<file path="src/rtl/uart_arb_pkg.sv">
// uart_arb_pkg
//   Shared definitions for the UART transmit arbiter slice: the arbiter FSM
//   state type, default parameter values and a small index-wrap helper used by
//   the round-robin search.
//   No ports (package).
package uart_arb_pkg;

  localparam int DEFAULT_NUM_REQ        = 4;
  localparam int DEFAULT_START_HOLD     = 16;
  localparam int DEFAULT_TIMEOUT_CYCLES = 200000;

  typedef enum logic [2:0] {
    IDLE,
    START,
    WAIT,
    COMPLETE,
    GAP
  } arb_state_e;

  // Wraps an index that may exceed n-1 by less than n back into 0..n-1.
  function automatic int wrap_idx(input int idx, input int n);
    return (idx >= n) ? (idx - n) : idx;
  endfunction

endpackage

</file>
<file path="src/rtl/uart_tx_arb_if.sv">
// uart_tx_arb_if
//   Bundles the requester-side handshake and the UART-transmitter-side strobes
//   of the arbiter.
//   Requester side : req, req_data (byte i on [8i+7:8i]), grant, done,
//                    done_err, busy, timeout
//   UART side      : tx_start, tx_data, tx_done, tx_err
//   Modports       : master - environment (requesters + UART transmitter)
//                    slave  - the arbiter itself
interface uart_tx_arb_if
  import uart_arb_pkg::*;
#(
  parameter int NUM_REQ = DEFAULT_NUM_REQ
);

  logic [NUM_REQ-1:0]   req;
  logic [8*NUM_REQ-1:0] req_data;
  logic [NUM_REQ-1:0]   grant;
  logic [NUM_REQ-1:0]   done;
  logic                 done_err;
  logic                 busy;
  logic                 timeout;
  logic                 tx_start;
  logic [7:0]           tx_data;
  logic                 tx_done;
  logic                 tx_err;

  modport master (
    output req, req_data, tx_done, tx_err,
    input  grant, done, done_err, busy, timeout, tx_start, tx_data
  );

  modport slave (
    input  req, req_data, tx_done, tx_err,
    output grant, done, done_err, busy, timeout, tx_start, tx_data
  );

endinterface

</file>
<file path="src/rtl/uart_rr_pick.sv">
// uart_rr_pick
//   Combinational round-robin search. Starting one past last_winner and
//   wrapping, returns the first requester with its req bit set.
//   Ports:
//     req         in   NUM_REQ   pending requests
//     last_winner in   IDX_W     index granted most recently
//     valid       out  1         at least one request pending
//     winner      out  IDX_W     selected index (last_winner when !valid)
module uart_rr_pick
  import uart_arb_pkg::*;
#(
  parameter  int NUM_REQ = DEFAULT_NUM_REQ,
  localparam int IDX_W   = $clog2(NUM_REQ)
) (
  input  logic [NUM_REQ-1:0] req,
  input  logic [IDX_W-1:0]   last_winner,
  output logic               valid,
  output logic [IDX_W-1:0]   winner
);

  logic [IDX_W-1:0] cand;

  // Walk offsets from farthest to nearest so the nearest pending requester
  // after last_winner is the one left in winner. Offset NUM_REQ lands on
  // last_winner itself, so it only wins when nobody else is pending.
  always_comb begin
    valid  = 1'b0;
    winner = last_winner;
    cand   = '0;
    for (int off = NUM_REQ; off >= 1; off--) begin
      cand = IDX_W'(wrap_idx(int'(last_winner) + off, NUM_REQ));
      if (req[cand]) begin
        valid  = 1'b1;
        winner = cand;
      end
    end
  end

endmodule

</file>
<file path="src/rtl/uart_tx_arb.sv">
// uart_tx_arb
//   Shares one UART transmitter between NUM_REQ requesters. In IDLE a
//   round-robin winner is granted and its byte captured; the transmitter is
//   strobed with tx_start for START_HOLD cycles, then the arbiter waits for a
//   rising edge on tx_done, reports completion with a one-cycle done pulse
//   (done_err flags a tx_err seen during the transfer) and waits in GAP for
//   tx_done to fall before arbitrating again.
//   Ports:
//     clk  in  system clock (posedge)
//     rst  in  asynchronous, active-high reset
//     bus  slave modport of uart_tx_arb_if (see interface for signal list)
//   Optional feature (macro UART_TX_ARB_TIMEOUT_EN): WAIT gives up after
//   TIMEOUT_CYCLES cycles without a tx_done rise, completing with done_err=1
//   and a timeout pulse. Without the macro WAIT has no time limit and timeout
//   is tied low.
module uart_tx_arb
  import uart_arb_pkg::*;
#(
  parameter int NUM_REQ        = DEFAULT_NUM_REQ,
  parameter int START_HOLD     = DEFAULT_START_HOLD,
  parameter int TIMEOUT_CYCLES = DEFAULT_TIMEOUT_CYCLES
) (
  input logic          clk,
  input logic          rst,
  uart_tx_arb_if.slave bus
);

  localparam int          IDX_W     = $clog2(NUM_REQ);
  localparam logic [15:0] HOLD_LAST = 16'(START_HOLD - 1);

  if (NUM_REQ < 2 || NUM_REQ > 8 || START_HOLD < 1 || START_HOLD > 65536 ||
      TIMEOUT_CYCLES < 1) begin : g_bad_params
    $error("uart_tx_arb: parameter out of supported range");
  end

  arb_state_e         state_q, state_d;
  logic [15:0]        hold_cnt_q, hold_cnt_d;
  logic [IDX_W-1:0]   last_winner_q, last_winner_d;
  logic [7:0]         tx_data_q, tx_data_d;
  logic               err_q, err_d;
  logic               tx_done_prev_q;
  logic               tx_done_rise;
  logic               pick_valid;
  logic [IDX_W-1:0]   pick_idx;
  logic [7:0]         pick_byte;
  logic [NUM_REQ-1:0] winner_onehot;

`ifdef UART_TX_ARB_TIMEOUT_EN
  localparam int          TO_W    = $clog2(TIMEOUT_CYCLES + 1);
  localparam logic [TO_W-1:0] TO_LAST = TO_W'(TIMEOUT_CYCLES - 1);
  logic [TO_W-1:0] to_cnt_q, to_cnt_d;
  logic            to_flag_q, to_flag_d;
`endif

  uart_rr_pick #(
    .NUM_REQ (NUM_REQ)
  ) u_pick (
    .req         (bus.req),
    .last_winner (last_winner_q),
    .valid       (pick_valid),
    .winner      (pick_idx)
  );

  // Constant-index mux keeps the byte select free of variable part-selects.
  always_comb begin
    pick_byte = '0;
    for (int i = 0; i < NUM_REQ; i++) begin
      if (pick_idx == IDX_W'(i)) pick_byte = bus.req_data[8*i +: 8];
    end
  end

  assign tx_done_rise = bus.tx_done & ~tx_done_prev_q;

  // Next-state logic. The err flag is cleared when a new transfer is granted
  // and set by tx_err on any START/WAIT cycle, including the cycle in which
  // the tx_done rise is seen.
  always_comb begin
    state_d       = state_q;
    hold_cnt_d    = hold_cnt_q;
    last_winner_d = last_winner_q;
    tx_data_d     = tx_data_q;
    err_d         = err_q;
`ifdef UART_TX_ARB_TIMEOUT_EN
    to_cnt_d      = to_cnt_q;
    to_flag_d     = to_flag_q;
`endif
    unique case (state_q)
      IDLE: begin
        if (pick_valid) begin
          state_d       = START;
          last_winner_d = pick_idx;
          tx_data_d     = pick_byte;
          hold_cnt_d    = '0;
          err_d         = 1'b0;
`ifdef UART_TX_ARB_TIMEOUT_EN
          to_cnt_d      = '0;
          to_flag_d     = 1'b0;
`endif
        end
      end
      START: begin
        if (bus.tx_err) err_d = 1'b1;
        if (hold_cnt_q == HOLD_LAST) begin
          hold_cnt_d = '0;
          state_d    = WAIT;
        end else begin
          hold_cnt_d = hold_cnt_q + 16'd1;
        end
      end
      WAIT: begin
        if (bus.tx_err) err_d = 1'b1;
        if (tx_done_rise) begin
          state_d = COMPLETE;
        end
`ifdef UART_TX_ARB_TIMEOUT_EN
        else if (to_cnt_q == TO_LAST) begin
          state_d   = COMPLETE;
          err_d     = 1'b1;
          to_flag_d = 1'b1;
        end else begin
          to_cnt_d = to_cnt_q + 1'b1;
        end
`endif
      end
      COMPLETE: begin
        state_d = GAP;
      end
      GAP: begin
        // Hold off until the transmitter drops tx_done so the same level is
        // never taken as the completion of the next transfer.
        if (!bus.tx_done) state_d = IDLE;
      end
      default: begin
        state_d = IDLE;
      end
    endcase
  end

  // State register; reset aborts any transfer with no completion pulse.
  always_ff @(posedge clk or posedge rst) begin
    if (rst) begin
      state_q        <= IDLE;
      hold_cnt_q     <= '0;
      last_winner_q  <= IDX_W'(NUM_REQ - 1);
      tx_data_q      <= 8'h00;
      err_q          <= 1'b0;
      tx_done_prev_q <= 1'b0;
    end else begin
      state_q        <= state_d;
      hold_cnt_q     <= hold_cnt_d;
      last_winner_q  <= last_winner_d;
      tx_data_q      <= tx_data_d;
      err_q          <= err_d;
      tx_done_prev_q <= bus.tx_done;
    end
  end

`ifdef UART_TX_ARB_TIMEOUT_EN
  // Timeout counter and the flag recording that WAIT ended by timing out.
  always_ff @(posedge clk or posedge rst) begin
    if (rst) begin
      to_cnt_q  <= '0;
      to_flag_q <= 1'b0;
    end else begin
      to_cnt_q  <= to_cnt_d;
      to_flag_q <= to_flag_d;
    end
  end
`endif

  always_comb begin
    winner_onehot                = '0;
    winner_onehot[last_winner_q] = 1'b1;
  end

  // Outputs decode from registered state so they drop with reset in the same
  // cycle. Grant is the first START cycle, i.e. the cycle after the winner
  // was selected in IDLE.
  assign bus.grant    = (state_q == START && hold_cnt_q == 16'd0) ? winner_onehot : '0;
  assign bus.done     = (state_q == COMPLETE) ? winner_onehot : '0;
  assign bus.done_err = (state_q == COMPLETE) & err_q;
  assign bus.busy     = (state_q != IDLE);
  assign bus.tx_start = (state_q == START);
  assign bus.tx_data  = tx_data_q;
`ifdef UART_TX_ARB_TIMEOUT_EN
  assign bus.timeout  = (state_q == COMPLETE) & to_flag_q;
`else
  assign bus.timeout  = 1'b0;
`endif

endmodule

</file>
<file path="src/flat_wrapper.sv">
// flat-port wrapper written by rule: the top's interface ports become plain ports
module uart_tx_arb_flat import uart_arb_pkg::*;
#(
  parameter int NUM_REQ        = DEFAULT_NUM_REQ,
  parameter int START_HOLD     = DEFAULT_START_HOLD,
  parameter int TIMEOUT_CYCLES = DEFAULT_TIMEOUT_CYCLES
)
  (clk, rst, bus_req, bus_req_data, bus_tx_done, bus_tx_err, bus_grant, bus_done, bus_done_err, bus_busy, bus_timeout, bus_tx_start, bus_tx_data);
  uart_tx_arb_if #(.NUM_REQ(NUM_REQ)) bus_i ();
  input logic clk;
  input logic rst;
  input wire logic [$bits(bus_i.req)-1:0] bus_req;
  input wire logic [$bits(bus_i.req_data)-1:0] bus_req_data;
  input wire logic [$bits(bus_i.tx_done)-1:0] bus_tx_done;
  input wire logic [$bits(bus_i.tx_err)-1:0] bus_tx_err;
  output wire logic [$bits(bus_i.grant)-1:0] bus_grant;
  output wire logic [$bits(bus_i.done)-1:0] bus_done;
  output wire logic [$bits(bus_i.done_err)-1:0] bus_done_err;
  output wire logic [$bits(bus_i.busy)-1:0] bus_busy;
  output wire logic [$bits(bus_i.timeout)-1:0] bus_timeout;
  output wire logic [$bits(bus_i.tx_start)-1:0] bus_tx_start;
  output wire logic [$bits(bus_i.tx_data)-1:0] bus_tx_data;
  assign bus_i.req = bus_req;
  assign bus_i.req_data = bus_req_data;
  assign bus_i.tx_done = bus_tx_done;
  assign bus_i.tx_err = bus_tx_err;
  assign bus_grant = bus_i.grant;
  assign bus_done = bus_i.done;
  assign bus_done_err = bus_i.done_err;
  assign bus_busy = bus_i.busy;
  assign bus_timeout = bus_i.timeout;
  assign bus_tx_start = bus_i.tx_start;
  assign bus_tx_data = bus_i.tx_data;
  uart_tx_arb #(.NUM_REQ(NUM_REQ), .START_HOLD(START_HOLD), .TIMEOUT_CYCLES(TIMEOUT_CYCLES)) u_core (.clk(clk), .rst(rst), .bus(bus_i));
endmodule
</file>
<file path="config.mk">
export PLATFORM = sky130hd
export DESIGN_NAME = uart_tx_arb_flat
export DESIGN_NICKNAME = d
export VERILOG_FILES = /design/src/rtl/uart_arb_pkg.sv /design/src/rtl/uart_tx_arb_if.sv /design/src/rtl/uart_rr_pick.sv /design/src/rtl/uart_tx_arb.sv /design/src/flat_wrapper.sv
export SDC_FILE = /design/constraint.sdc
export NUM_CORES = 1
export LEC_CHECK = 0
export CORE_MARGIN = 5
export CORE_UTILIZATION = 42
export CTS_BUF_LIST = sky130_fd_sc_hd__clkbuf_16
export CTS_CLUSTER_SIZE = 12
export DETAILED_ROUTE_END_ITERATION = 7
export PLACE_DENSITY_LB_ADDON = 0.08
export SYNTH_ARGS = -nofsm -noshare
export SYNTH_HDL_FRONTEND = slang
export SYNTH_HIERARCHICAL = 1
export SYNTH_SLANG_ARGS = --single-unit
export TNS_END_PERCENT = 5
</file>
<file path="constraint.sdc">
create_clock -name clk -period 2.46 [get_ports clk]
set_input_delay 0.369 -clock clk [delete_from_list [all_inputs] [get_ports clk]]
set_output_delay 0.369 -clock clk [all_outputs]
set_load 0.01 [all_outputs]
</file>
# --- After elaboration in Yosys (flattened, before gate mapping) ---
# Cells that the tools add are included.
totals:
  wordCells: 93
  output_inout_bits: 20
  in_bits: 40
  register_bits: 31
op_classes:
  n_bitwise: 3
  n_eq_ne: 13
  reduce_logical: 13
  addsub: 9
  mux: 39
  order_cmp: 10
op_table:
  columns: ["operator", "n"]
  rows:
  - ["$mux W16", 2]
  - ["$mux W8", 4]
  - ["$pmux W16 S2", 1]
  - ["$add A16 B1 Y16 const B", 1]
  - ["$eq A16 B4 Y1 const B", 1]
  - ["$logic_not A16 Y1", 1]
  - ["$mux W2", 8]
  - ["$lt A2 B3 Y1 const B", 5]
  - ["$pmux W3 S5", 1]
  - ["$mux W3", 4]
  - ["$mux W1", 11]
  - ["$ge A3 B3 Y1 const B", 3]
  - ["$bmux W1 S2", 4]
  - ["$mux W4", 2]
  - ["$ne A2 B1 Y1 const B", 4]
  - ["$sub A2 B1 Y2 const B", 4]
  - ["$add A2 B2 Y3 const B", 2]
  - ["$eq A3 B2 Y1 const B", 2]
  - ["$add A2 B3 Y4 const B", 1]
  - ["$eq A2 B2 Y1 const B", 2]
  - ["$ge A4 B3 Y1 const B", 1]
  - ["$reduce_and A2 Y1", 2]
  - ["$reduce_and A4 Y1", 1]
  - ["$reduce_bool A2 Y1", 2]
  - ["other kinds (16)", 18]

# --- Depth between registers and ports, before layout ---
depth:
  ltp_word: 14
  mapped_depth: 6
  depth_no_buf: 5

# --- Hierarchy ---
# Netlist, hierarchy kept.
by_module_without_submodules:
  columns: ["module", "cells_each", "instances", "area_per_inst_um2"]
  rows:
  - ["uart_tx_arb", 180, 1, 1864.3]
  - ["uart_rr_pick", 14, 1, 82.6]

# --- Least setup slack after synthesis ---
# Ideal clock, no wire load.
synth_path:
  path_type: "reg-to-reg"
  startpoint: "register u_core.last_winner_q[1]"
  endpoint: "register u_core.tx_data_q[0] (netlist: u_core/bus.tx_data[0])"
  arrival_time_ns: 2.141
  n_path_buf: 1
  required_time_ns: 2.335
  path_slack_ns: 0.194
  path_stages_with_launch: 6
  cell_sequence: "dfstp_2 > nor2b_1 > a221o_1 > clkbuf_1 > mux4_2 > mux2_2"
synth_between:
  elab_chain_len: 14
synth_rtl:
  columns: ["item", "line_no", "source"]
  rows:
  - ["start, declared", "uart_tx_arb.sv:38", "logic [IDX_W-1:0] last_winner_q, last_winner_d;"]
  - ["start signal, assigned", "uart_tx_arb.sv:144", "last_winner_q <= IDX_W'(NUM_REQ - 1);"]
  - ["start signal, assigned", "uart_tx_arb.sv:151", "last_winner_q <= last_winner_d;"]
  - ["$add A2 B3 Y4", "uart_rr_pick.sv:31", "cand = IDX_W'(wrap_idx(int'(last_winner) + off, NUM_REQ));"]
  - ["$ge A4 B3 Y1 / $sub A2 B1 Y2 (equally long branches)", "uart_arb_pkg.sv:22", "return (idx >= n) ? (idx - n) : idx;"]
  - ["$mux W2", "uart_arb_pkg.sv:22", null]
  - ["$bmux W1 S2", "uart_rr_pick.sv:32", "if (req[cand]) begin"]
  - ["$mux W1 (implied by the code)", "uart_rr_pick.sv:32", null]
  - ["$mux W2 (3 in a row)", "uart_rr_pick.sv:32", null]
  - ["$mux W2 *", "uart_rr_pick.sv:32", null]
  - ["net u_core.pick_idx[0]", "uart_tx_arb.sv:44", "logic [IDX_W-1:0] pick_idx;"]
  - ["$logic_not A2 Y1", "uart_tx_arb.sv:68", "if (pick_idx == IDX_W'(i)) pick_byte = bus.req_data[8*i +: 8];"]
  - ["$mux W8 (3 in a row)", "uart_tx_arb.sv:68", null]
  - ["$mux W8 *", "uart_tx_arb.sv:68", null]
  - ["end signal, assigned", "uart_tx_arb.sv:152", "tx_data_q <= tx_data_d;"]
  - ["end, declared", "uart_tx_arb.sv:39", "logic [7:0] tx_data_q, tx_data_d;"]
# The timed path passes the listed nets; every way through them passes the cells marked *. The select of a mux whose other input is x is not followed.
# A chain may end at the register's enable or synchronous reset.

# --- Worst setup path after layout ---
layout_path:
  startpoint: "register u_core.state_q[1]"
  endpoint: "output bus_tx_start"
layout_between:
  elab_chain_len: 1
layout_rtl:
  columns: ["item", "line_no", "source"]
  rows:
  - ["start, declared", "uart_tx_arb.sv:36", "arb_state_e state_q, state_d;"]
  - ["start signal, assigned", "uart_tx_arb.sv:149", "state_q <= state_d;"]
  - ["$eq A3 B1 Y1", "uart_tx_arb.sv:183", "assign bus.tx_start = (state_q == START);"]
  - ["end, declared", "flat_wrapper.sv:21", "output wire logic [$bits(bus_i.tx_start)-1:0] bus_tx_start;"]
# No other way between the ends.

==> reports/summary.txt <==
=================================================================================
Run status ......................................................... finished clean
Via count of the first global-routing pass .........................        1,698
Register bit total from synthesis ..................................           31
Number of warnings printed during yosys synthesis ..................            6
Max-slew violation count ...........................................            0
Ratio of cells with drive above 1 in the final layout ..............        0.226
Worst-path clk slew ................................................      0.05 ns
Relative area change from synthesis to final layout ................        46.8%
Chip Width .........................................................      78.1 µm
Largest incremental delay on the critical path .....................      0.56 ns
Remaining antenna violation count after routing ....................            0
Worst IR Drop VDD ..................................................   0.000732 V
Core Area ..........................................................     4410 µm²
Comb power frac ....................................................        0.526
Hold Vio Cnt, Final ................................................            0
Routed wire per std cell ...........................................      16.2 µm
Clock Tree Root .................................................... sky130_fd_sc_hd__clkbuf_16
Kind of start point of the critical path ...........................    flip-flop
Antenna Cells ......................................................            0
Avg Synthesized Cell Area ..........................................     10.0 µm²
HPWL after DPL .....................................................      3.80 mm
Maximum clock insertion buffer count ...............................            2
Final period demand of the worst path ..............................      2.30 ns
Area of the die ....................................................     6100 µm²
Top fanout value on the critical path ..............................           14
Gate Count Post-Synth ..............................................          194
Required time of the worst setup path ..............................      2.09 ns
Initial antenna violation count ....................................            0
Min-delay worst type ...............................................  in -> async
Utilization of the core after routing ..............................        0.647
Vias after detailed routing ........................................        1,780
Worst Setup Path Type ..............................................   reg -> out
Final GP Congestion ................................................        0.842
Top FF cell, synth ................................................. sky130_fd_sc_hd__dfrtp_1
Final worst-path cycle share .......................................        0.935
Clk pwr share ......................................................        0.196
Number of CTS-inserted buffers .....................................            5
Total negative slack ...............................................         0 ns
Internal power component ...........................................      1.88 mW
Pre-antenna DRT Iters ..............................................            4
Total number of placement rows .....................................           24
Setup Skew .........................................................   0.00311 ns
Critical path data arrival time ....................................      1.93 ns
GR Util All Layers .................................................        0.172
Flop pwr share .....................................................        0.279
Vias per cell ......................................................         5.60
Floorplan die height ...............................................      78.1 µm
Top library cells by usage in the layout, fill and taps aside ...... sky130_fd_sc_hd__clkdlybuf4s50_1 (54), sky130_fd_sc_hd__dfrtp_1 (29), sky130_fd_sc_hd__nor2_1 (20), sky130_fd_sc_hd__inv_1 (14), sky130_fd_sc_hd__buf_4 (14)
Wire length of the first global-routing pass .......................      8.48 mm
Initial drt markers ................................................          117
Total gr overflow ..................................................            0
Post-synth design cell area ........................................     1950 µm²
Switching Fraction .................................................        0.361
Depth of the CTS H-tree ............................................            2
Maximum number of pins on one net before global-route repair .......           32
Hold_buf cts .......................................................            0
DRC Markers ........................................................            0
Total leakage power ................................................      1.23 nW
Initial standard-cell utilization of the core ......................        0.441
Unrepaired setup endpoints after global routing ....................        false
Count of different cell masters after synthesis ....................           47
Net count of the mapped netlist ....................................          236
Total clock sinks ..................................................           31
Post-detailed-routing wire length ..................................      5.15 mm
Power density cells ................................................  1030 nW/µm²
Ordered cell list for the critical path ............................ or3b_4 > inv_1 > buf_4 > clkdlybuf4s50_1
TritonCTS clock tree ...............................................        built
Io pins ............................................................           60
Part of the Yosys area used for sequential elements ................        0.400
FFs w/ async S/R, synth ............................................         1.00
Net switching power ................................................      1.06 mW
Fmax ...............................................................    0.435 GHz
EDFF count, synth ..................................................            0
Clock latency of the later-clocked register in the worst-skew pair .      0.27 ns
Setup violators final ..............................................            0
Critical Path End Type .............................................  output port
Slowest CP cell .................................................... sky130_fd_sc_hd__clkdlybuf4s50_1
Commonest non-fill, non-tap cell in the layout ..................... sky130_fd_sc_hd__clkdlybuf4s50_1
Number of nets in the finished design ..............................          307
Number of port buffers .............................................           58
Max-cap violations .................................................            0
=================================================================================
stage by stage:
step	cell area, µm²	instances	total power, mW	hold WS, ns	worst slack, ns
6_report	2860	318	2.94	0.431	0.160
5_1_grt	2860	318	3.15	0.459	0.0137
4_1_cts	2850	318	2.98	0.439	-0.0316
3_5_place_dp	2670	309	2.40	0.495	0.0894
3_3_place_gp	2670	309	2.37	0.489	0.112
2_1_floorplan	1950	194	1.80	0.400	0.194
cell families after synthesis:
| kind of cell | count (synthesis) | share of synthesized area |
|---|---|---|
| other cells | 1 | 0.00193 |
| mux | 21 | 0.166 |
| compound gates | 44 | 0.159 |
| fa+ha+maj | 2 | 0.0129 |
| simple gates | 73 | 0.207 |
| buf+inv | 22 | 0.0527 |
| flops | 31 | 0.400 |
cell type report:
cell class	count	area, µm²
fillers	363	1560
multi-input cells	141	1110
flip-flops and latches	31	778
repair buffers	74	724
clock buffers	5	125
well taps	52	65.1
inverters	12	45.0
clock inverters	3	12.5
critical path: cells and delay by family (launching register included):
family | cells | cell delay [ns]
buffers and inverters | 3 | 0.86
and+or+nand+nor | 1 | 0.42
DFF | 1 | 0.38
path summary, 6_finish.rpt:
| path | from | end | slack (ns) | cells after the start |
|---|---|---|---|---|
| min reg2reg | u_core/bus.tx_data[7] | u_core/bus.tx_data[7] | 0.51 | 1 |
| max reg2reg | u_core/last_winner_q[1] | u_core/bus.tx_data[4] | 0.27 | 6 |
| min | rst | u_core/err_q | 0.43 | 3 |
| max | u_core/state_q[1] | bus_tx_start | 0.16 | 4 |
| min in group clk | u_core/bus.tx_data[7] | u_core/bus.tx_data[7] | 0.51 | 1 |
| max in group asynchronous | rst | u_core/last_winner_q[0] | 1.79 | 3 |
synth_stat cells (2+ instances only):
library cell | instances | area share
sky130_fd_sc_hd__nand4_1 | 4 | 0.013
sky130_fd_sc_hd__and3_2 | 2 | 0.0077
sky130_fd_sc_hd__a21oi_1 | 9 | 0.023
sky130_fd_sc_hd__o31ai_1 | 3 | 0.012
sky130_fd_sc_hd__nor3_1 | 2 | 0.0051
sky130_fd_sc_hd__nand3_1 | 9 | 0.023
sky130_fd_sc_hd__dfrtp_1 | 29 | 0.37
sky130_fd_sc_hd__and4_1 | 3 | 0.013
sky130_fd_sc_hd__nand2_1 | 13 | 0.025
sky130_fd_sc_hd__mux2i_1 | 2 | 0.010
sky130_fd_sc_hd__nor4_1 | 3 | 0.0096
sky130_fd_sc_hd__and3_1 | 4 | 0.013
sky130_fd_sc_hd__a22o_1 | 6 | 0.027
sky130_fd_sc_hd__buf_2 | 4 | 0.010
sky130_fd_sc_hd__ha_1 | 2 | 0.013
sky130_fd_sc_hd__o21ai_0 | 7 | 0.018
sky130_fd_sc_hd__dfstp_2 | 2 | 0.027
sky130_fd_sc_hd__a31oi_1 | 4 | 0.013
sky130_fd_sc_hd__inv_1 | 12 | 0.023
sky130_fd_sc_hd__a31o_2 | 4 | 0.018
sky130_fd_sc_hd__or4_1 | 4 | 0.015
sky130_fd_sc_hd__nor2_1 | 20 | 0.039
sky130_fd_sc_hd__mux4_2 | 8 | 0.093
sky130_fd_sc_hd__buf_4 | 2 | 0.0077
sky130_fd_sc_hd__mux2_2 | 11 | 0.064
sky130_fd_sc_hd__nand2b_1 | 3 | 0.0096
sky130_fd_sc_hd__clkbuf_1 | 2 | 0.0039
sequential cells by signal, summed over array words and instances (netlist names):
name	cells
u_core/tx_done_prev_q	1
u_core/err_q	1
u_core/hold_cnt_q	16
u_core/state_q	3
u_core/bus.tx_data	8
u_core/last_winner_q	2
power by group through the flow:
stage	clock network [mW]	registers, mW	logic [mW]
global route	0.619	0.841	1.69
detailed placement	0	0.827	1.57
floorplan	0	0.832	0.965
CTS	0.594	0.820	1.57
global placement	0	0.824	1.55
finish	0.576	0.820	1.55
metal layers:
metal | GRT usage | wire length (µm)
met4 | 0.0405 | 43
met1 | 0.238 | 2450
met2 | 0.270 | 2320
met3 | 0.0469 | 333
met5 | 0 | 0
timing repair:
| item | 4_1_cts | 5_1_grt |
|---|---|---|
| pin swaps | 3 | 0 |
| setup buffers | 1 | 0 |
| setup endpoints to repair | 4 | 1 |
| gates resized for setup | 8 | 2 |
No activity file was read; power rests on OpenSTA's default activity.
